--- config.mk ---
export PLATFORM = sky130hd
export DESIGN_NAME = dmem_arbiter
export DESIGN_NICKNAME = d
export VERILOG_FILES = /design/src/rtl/dmem_arb_pkg.sv /design/src/rtl/dmem_burst_ctr.sv /design/src/rtl/dmem_arbiter.sv
export SDC_FILE = /design/constraint.sdc
export NUM_CORES = 1
export LEC_CHECK = 0
export ABC_CLOCK_PERIOD_IN_PS = 9500
export CAP_MARGIN = 10
export CORE_MARGIN = 4
export CORE_UTILIZATION = 45
export DETAILED_ROUTE_END_ITERATION = 8
export PLACE_DENSITY = 0.95
export SYNTH_ARGS = -nofsm -noshare
export SYNTH_HDL_FRONTEND = slang
export SYNTH_SLANG_ARGS = --single-unit
--- constraint.sdc ---
create_clock -name clk -period 9.5 [get_ports clk]
set_input_delay 1.9 -clock clk [delete_from_list [all_inputs] [get_ports clk]]
set_output_delay 1.9 -clock clk [all_outputs]
set_load 0.02 [all_outputs]
--- src/rtl/dmem_arb_pkg.sv ---
// Shared types and default widths for the data-memory arbiter.
package dmem_arb_pkg;

  localparam int DATA_W_DEF = 32;
  localparam int ADDR_W_DEF = 32;
  localparam int LEN_W_DEF  = 4;

  typedef enum logic {
    IDLE  = 1'b0,
    BURST = 1'b1
  } state_t;

  typedef enum logic {
    REQ_CPU = 1'b0,
    REQ_DMA = 1'b1
  } req_id_t;

endpackage

--- src/rtl/dmem_burst_ctr.sv ---
// DMA burst bookkeeping: next beat address and beats still to go.
module dmem_burst_ctr
  import dmem_arb_pkg::*;
#(
  parameter int ADDR_W = ADDR_W_DEF,
  parameter int LEN_W  = LEN_W_DEF
) (
  input  logic              clk,
  input  logic              reset,
  input  logic              load,
  input  logic [ADDR_W-1:0] start_addr,
  input  logic [LEN_W-1:0]  len,
  input  logic              step,
  output logic [ADDR_W-1:0] addr,
  output logic              last
);

  logic [LEN_W-1:0] remaining;

  // Beat 0 is issued from start_addr directly, so the register holds start+1.
  always_ff @(posedge clk) begin
    if (reset) begin
      addr      <= '0;
      remaining <= '0;
    end else if (load) begin
      addr      <= start_addr + ADDR_W'(1);
      remaining <= len;
    end else if (step) begin
      addr      <= addr + ADDR_W'(1);
      remaining <= remaining - LEN_W'(1);
    end
  end

  assign last = (remaining == LEN_W'(1));

endmodule

--- src/rtl/dmem_arbiter.sv ---
// Round-robin arbiter sharing the single-port data memory between the CPU
// load/store unit and a burst-capable DMA engine.
module dmem_arbiter
  import dmem_arb_pkg::*;
#(
  parameter int DATA_W = DATA_W_DEF,
  parameter int ADDR_W = ADDR_W_DEF,
  parameter int LEN_W  = LEN_W_DEF
) (
  input  logic              clk,
  input  logic              reset,
  input  logic              cpu_req,
  input  logic              cpu_we,
  input  logic [ADDR_W-1:0] cpu_addr,
  input  logic [DATA_W-1:0] cpu_wdata,
  output logic              cpu_gnt,
  output logic [DATA_W-1:0] cpu_rdata,
  output logic              cpu_rvalid,
  input  logic              dma_req,
  input  logic              dma_we,
  input  logic [ADDR_W-1:0] dma_addr,
  input  logic [LEN_W-1:0]  dma_len,
  input  logic [DATA_W-1:0] dma_wdata,
  output logic              dma_gnt,
  output logic [DATA_W-1:0] dma_rdata,
  output logic              dma_rvalid,
  output logic              dma_done,
  output logic              mem_read,
  output logic              mem_write,
  output logic [ADDR_W-1:0] mem_addr,
  output logic [DATA_W-1:0] mem_wdata,
  input  logic [DATA_W-1:0] mem_rdata
);

  state_t            state, state_next;
  req_id_t           last_grant, last_grant_next;
  logic              burst_we;
  logic              done_next;
  logic              ctr_load, ctr_step, ctr_last;
  logic [ADDR_W-1:0] ctr_addr;
  logic              pick_cpu;

  dmem_burst_ctr #(.ADDR_W(ADDR_W), .LEN_W(LEN_W)) u_burst_ctr (
    .clk        (clk),
    .reset      (reset),
    .load       (ctr_load),
    .start_addr (dma_addr),
    .len        (dma_len),
    .step       (ctr_step),
    .addr       (ctr_addr),
    .last       (ctr_last)
  );

  always_comb begin
    state_next      = state;
    last_grant_next = last_grant;
    cpu_gnt         = 1'b0;
    dma_gnt         = 1'b0;
    mem_read        = 1'b0;
    mem_write       = 1'b0;
    mem_addr        = '0;
    mem_wdata       = '0;
    ctr_load        = 1'b0;
    ctr_step        = 1'b0;
    done_next       = 1'b0;
    // On a tie the CPU wins unless it was the most recent grantee.
    pick_cpu        = cpu_req && (!dma_req || (last_grant == REQ_DMA));
    if (!reset) begin
      unique case (state)
        IDLE: begin
          if (pick_cpu) begin
            cpu_gnt         = 1'b1;
            mem_read        = !cpu_we;
            mem_write       = cpu_we;
            mem_addr        = cpu_addr;
            mem_wdata       = cpu_wdata;
            last_grant_next = REQ_CPU;
          end else if (dma_req) begin
            dma_gnt         = 1'b1;
            mem_read        = !dma_we;
            mem_write       = dma_we;
            mem_addr        = dma_addr;
            mem_wdata       = dma_wdata;
            ctr_load        = 1'b1;
            last_grant_next = REQ_DMA;
            if (dma_len != '0) state_next = BURST;
            else               done_next  = 1'b1;
          end
        end
        BURST: begin
          if (dma_req) begin
            dma_gnt   = 1'b1;
            mem_read  = !burst_we;
            mem_write = burst_we;
            mem_addr  = ctr_addr;
            mem_wdata = dma_wdata;
            ctr_step  = 1'b1;
            if (ctr_last) begin
              state_next = IDLE;
              done_next  = 1'b1;
            end
          end else begin
            state_next = IDLE;
            done_next  = 1'b1;
          end
        end
        default: state_next = IDLE;
      endcase
    end
  end

  always_ff @(posedge clk) begin
    if (reset) begin
      state      <= IDLE;
      last_grant <= REQ_DMA;
      burst_we   <= 1'b0;
      cpu_rdata  <= '0;
      cpu_rvalid <= 1'b0;
      dma_rdata  <= '0;
      dma_rvalid <= 1'b0;
      dma_done   <= 1'b0;
    end else begin
      state      <= state_next;
      last_grant <= last_grant_next;
      if (ctr_load) burst_we <= dma_we;
      cpu_rvalid <= cpu_gnt && mem_read;
      if (cpu_gnt && mem_read) cpu_rdata <= mem_rdata;
      dma_rvalid <= dma_gnt && mem_read;
      if (dma_gnt && mem_read) dma_rdata <= mem_rdata;
      dma_done   <= done_next;
    end
  end

endmodule

==> results.cfg <==
[synthesis]
synthFlopType = dfxtp_1
ys_ff_latch = 106
synth_area_leaders = dfxtp_1 (33%), nand2_1 (8.4%), o21ai_0 (7.5%), a22o_1 (4.3%), nand3_1 (4.2%)
yosys.area.top_type = dfxtp_1
synth_cells = 869
async_flop_share = 0
synth_top_area_frac = 0.327
syn_nets = 1042
yosysSeqAreaShare = 0.327
syn_avg_cell_area_um2 = 7.46
ys.warnings.count = 0
synth.distinct_cells = 64
synth_edf_count = 0
syn-cell-area_um2 = 6480

[placed_design]
gp_congestion = 0.937
io_buffer_count = 304
dp_hpwl_um = 18400

[drt]
dr_total_vias = 7785
drcViolationCount = 0
vias_per_cell = 5.96
drt_iter0_markers = 964
routed_wl_um = 24900
ant_nets = 0
first_pass_iters = 8
post_drt_wl_per_cell_um = 19.1

[timing]
finalSetupTns_ns = 0
skew_ns = 0.0111
hold_viol = 0
whs_ns = 0.456
fmax_ghz = 0.143
worst_pin_slew_ns = 1.06
drv_slew = 0
period_share = 0.738
final-setup-viol-count = 0
min_period_ns = 7.01
rsz0062_at_grt = false
slew_headroom = 0.290

[global_routing]
grt_remaining_overflow = 0
grt_max_degree = 69
antenna_found_initial = 2
gr-usage-met1 = 0.356
met2_usage = 0.467
use_met3 = 0.0992
grt_use_total = 0.287
grt_pass1_wl_um = 38100
busiest_layer = met2
grt_pass1_vias = 7254

[die]
std_cell_rows = 43
chipHeight_um = 128
core_um2 = 14000
die-area_um2 = 16400
die_width_um = 128
ioPinCount = 305
initial_core_util = 0.463

[final_layout]
layout-drive-gt1-share = 0.0507
layout-area-overhead-vs-synth_pct = 52.0
layout.area.seq_um2 = 2120
nets = 1293
multi_input_area_um2 = 3870
fillers = 1077

[power]
peakVddDrop_mv = 0.135
pwr_density_cell_nw_per_um2 = 122
leakagePower_nw = 3.69

[clocking]
clock-root-buffer = clkbuf_16
htreeDepth = 3
clkLatencyLatePin_ns = 0.36
cts_resized = 0
cts_setup_buffers = 0
postCtsHoldBufs = 0
cts_made_buffers = 9
cts_tree = done
path_clk_slew_ns = 0.07
clock_path_buffers = 2
cts_sinks = 106

[critical_path]
reg2reg_depth = 11
cp_common_cell = clkdlybuf4s50_1
arrival_ns = 5.11
rrSetupSlack_ns = 5.24
worstSetupStartpoint = dma_req
start_kind = primary input
r2r_start = state
path_max_fanout = 32
required_ns = 7.60
crit_chain = clkdlybuf4s50_1 -> nand2b_1 -> nor3_4 -> buf_4 -> and2_1 -> a221o_1 -> clkdlybuf4s50_1
max_stage_delay_ns = 0.80
crit_slowest_cell = nor3_4
timing.critical_path.to_type = output pin
criticalPathCategory = primary input to output pin

[worst_hold_path]
worst_hold_startpoint = cpu_rdata[26]
hp-class = flop to flop
min_path_cells = 2

[run]
cap_viol_max_count = 0

[outcome]
status = finished clean
==> registers in the layout, indices dropped and copies added, names as in the netlist <==
signal / cells
burst_we: 1
cpu_rdata: 32
cpu_rvalid: 1
dma_done: 1
dma_rdata: 32
dma_rvalid: 1
last_grant: 1
state: 1
u_burst_ctr.addr: 32
u_burst_ctr.remaining: 4
==> cells in the mapped netlist, drive strengths merged, types with 3 or more instances <==
| cell type | n |
|---|---|
| nand2 | 145 |
| dfxtp | 106 |
| o21ai | 98 |
| nand3 | 55 |
| inv | 53 |
| clkbuf | 52 |
| a21oi | 38 |
| nor2 | 33 |
| a22o | 32 |
| buf | 23 |
| mux2i | 23 |
| and3 | 21 |
| nand4 | 17 |
| and2 | 16 |
| nor3 | 16 |
| a222oi | 15 |
| a211oi | 12 |
| a221o | 11 |
| a22oi | 10 |
| a31oi | 8 |
| mux2 | 8 |
| o211ai | 7 |
| and4 | 6 |
| nor4 | 5 |
| a2bb2oi | 4 |
| nand2b | 4 |
| nand3b | 4 |
| o2111ai | 4 |
| o31a | 4 |
| ha | 3 |
| o2111a | 3 |
| or2 | 3 |
| or3 | 3 |
==> worst max-delay path: cells and delay by family <==
family,cells,cell delay [ns]
simple gates,3,1.25
buf+inv,3,1.81
compound gates,1,0.14
==> layer usage <==
| layer | part of all wire | up-vias |
|---|---|---|
| met5 | 0.00072 | - |
| met4 | 0.029 | 2 |
| met3 | 0.12 | 68 |
| met2 | 0.47 | 463 |
| met1 | 0.38 | 3586 |
| li1 | - | 3666 |
==> stage by stage <==
| step | instance area, um2 | std cells | util | power [mW] | setup slack [ns] |
|---|---|---|---|---|---|
| 3_5_place_dp | 9540 | 1289 | 0.682 | 0.831 | 2.59 |
| 5_1_grt | 9850 | 1306 | 0.704 | 1.25 | 2.33 |
| 3_3_place_gp | 9540 | 1289 | 0.682 | 0.824 | 2.70 |
| 2_1_floorplan | 6480 | 869 | - | 0.656 | 4.19 |
| 6_report | 9850 | 1306 | 0.704 | 1.21 | 2.49 |
| 4_1_cts | 9840 | 1305 | 0.704 | 1.21 | 2.59 |
==> layout make-up <==
cell class | instances | share of cell area
tap | 180 | 0.0229
clock buffer | 9 | 0.0229
inverter | 53 | 0.0202
multi-input combinational | 635 | 0.393
timing repair buffer | 315 | 0.317
clock inverter | 7 | 0.00813
sequential | 106 | 0.216
antenna | 1 | 0.000254
==> cells in the final DEF, fill, tap and decap left out, drive strengths merged, types with 15 or more instances in the layout <==
cell type and count:
a21oi 38, a222oi 15, a22o 32, and2 16, and3 21, clkdlybuf4s50 303, dfxtp 106, inv 56
mux2i 23, nand2 145, nand3 55, nand4 17, nor2 33, nor3 16, o21ai 98
==> worst paths after layout <==
kind	endpoint
worst max-delay path	mem_addr[9]
worst min-delay path	cpu_rdata[26]
worst max register to register	u_burst_ctr.addr[18]
worst min register to register	cpu_rdata[26]
==> cells by family after synthesis <==
group / after synthesis / share of synthesized area
AO/OA/AOI/OAI: 263 / 0.281
buffers and inverters: 128 / 0.0792
multiplexers: 31 / 0.0500
AND/OR/NAND/NOR: 336 / 0.254
adder cells (fa/ha/maj): 3 / 0.00579
XOR/XNOR: 2 / 0.00270
flip-flops: 106 / 0.327
==> power breakdown <==
part,switching [mW],leakage (nW),internal (mW)
clock network,0.192,0.146,0.188
logic,0.165,2.69,0.167
registers,0.0269,0.862,0.466
Note: power is estimated with default switching activity, not from simulation.
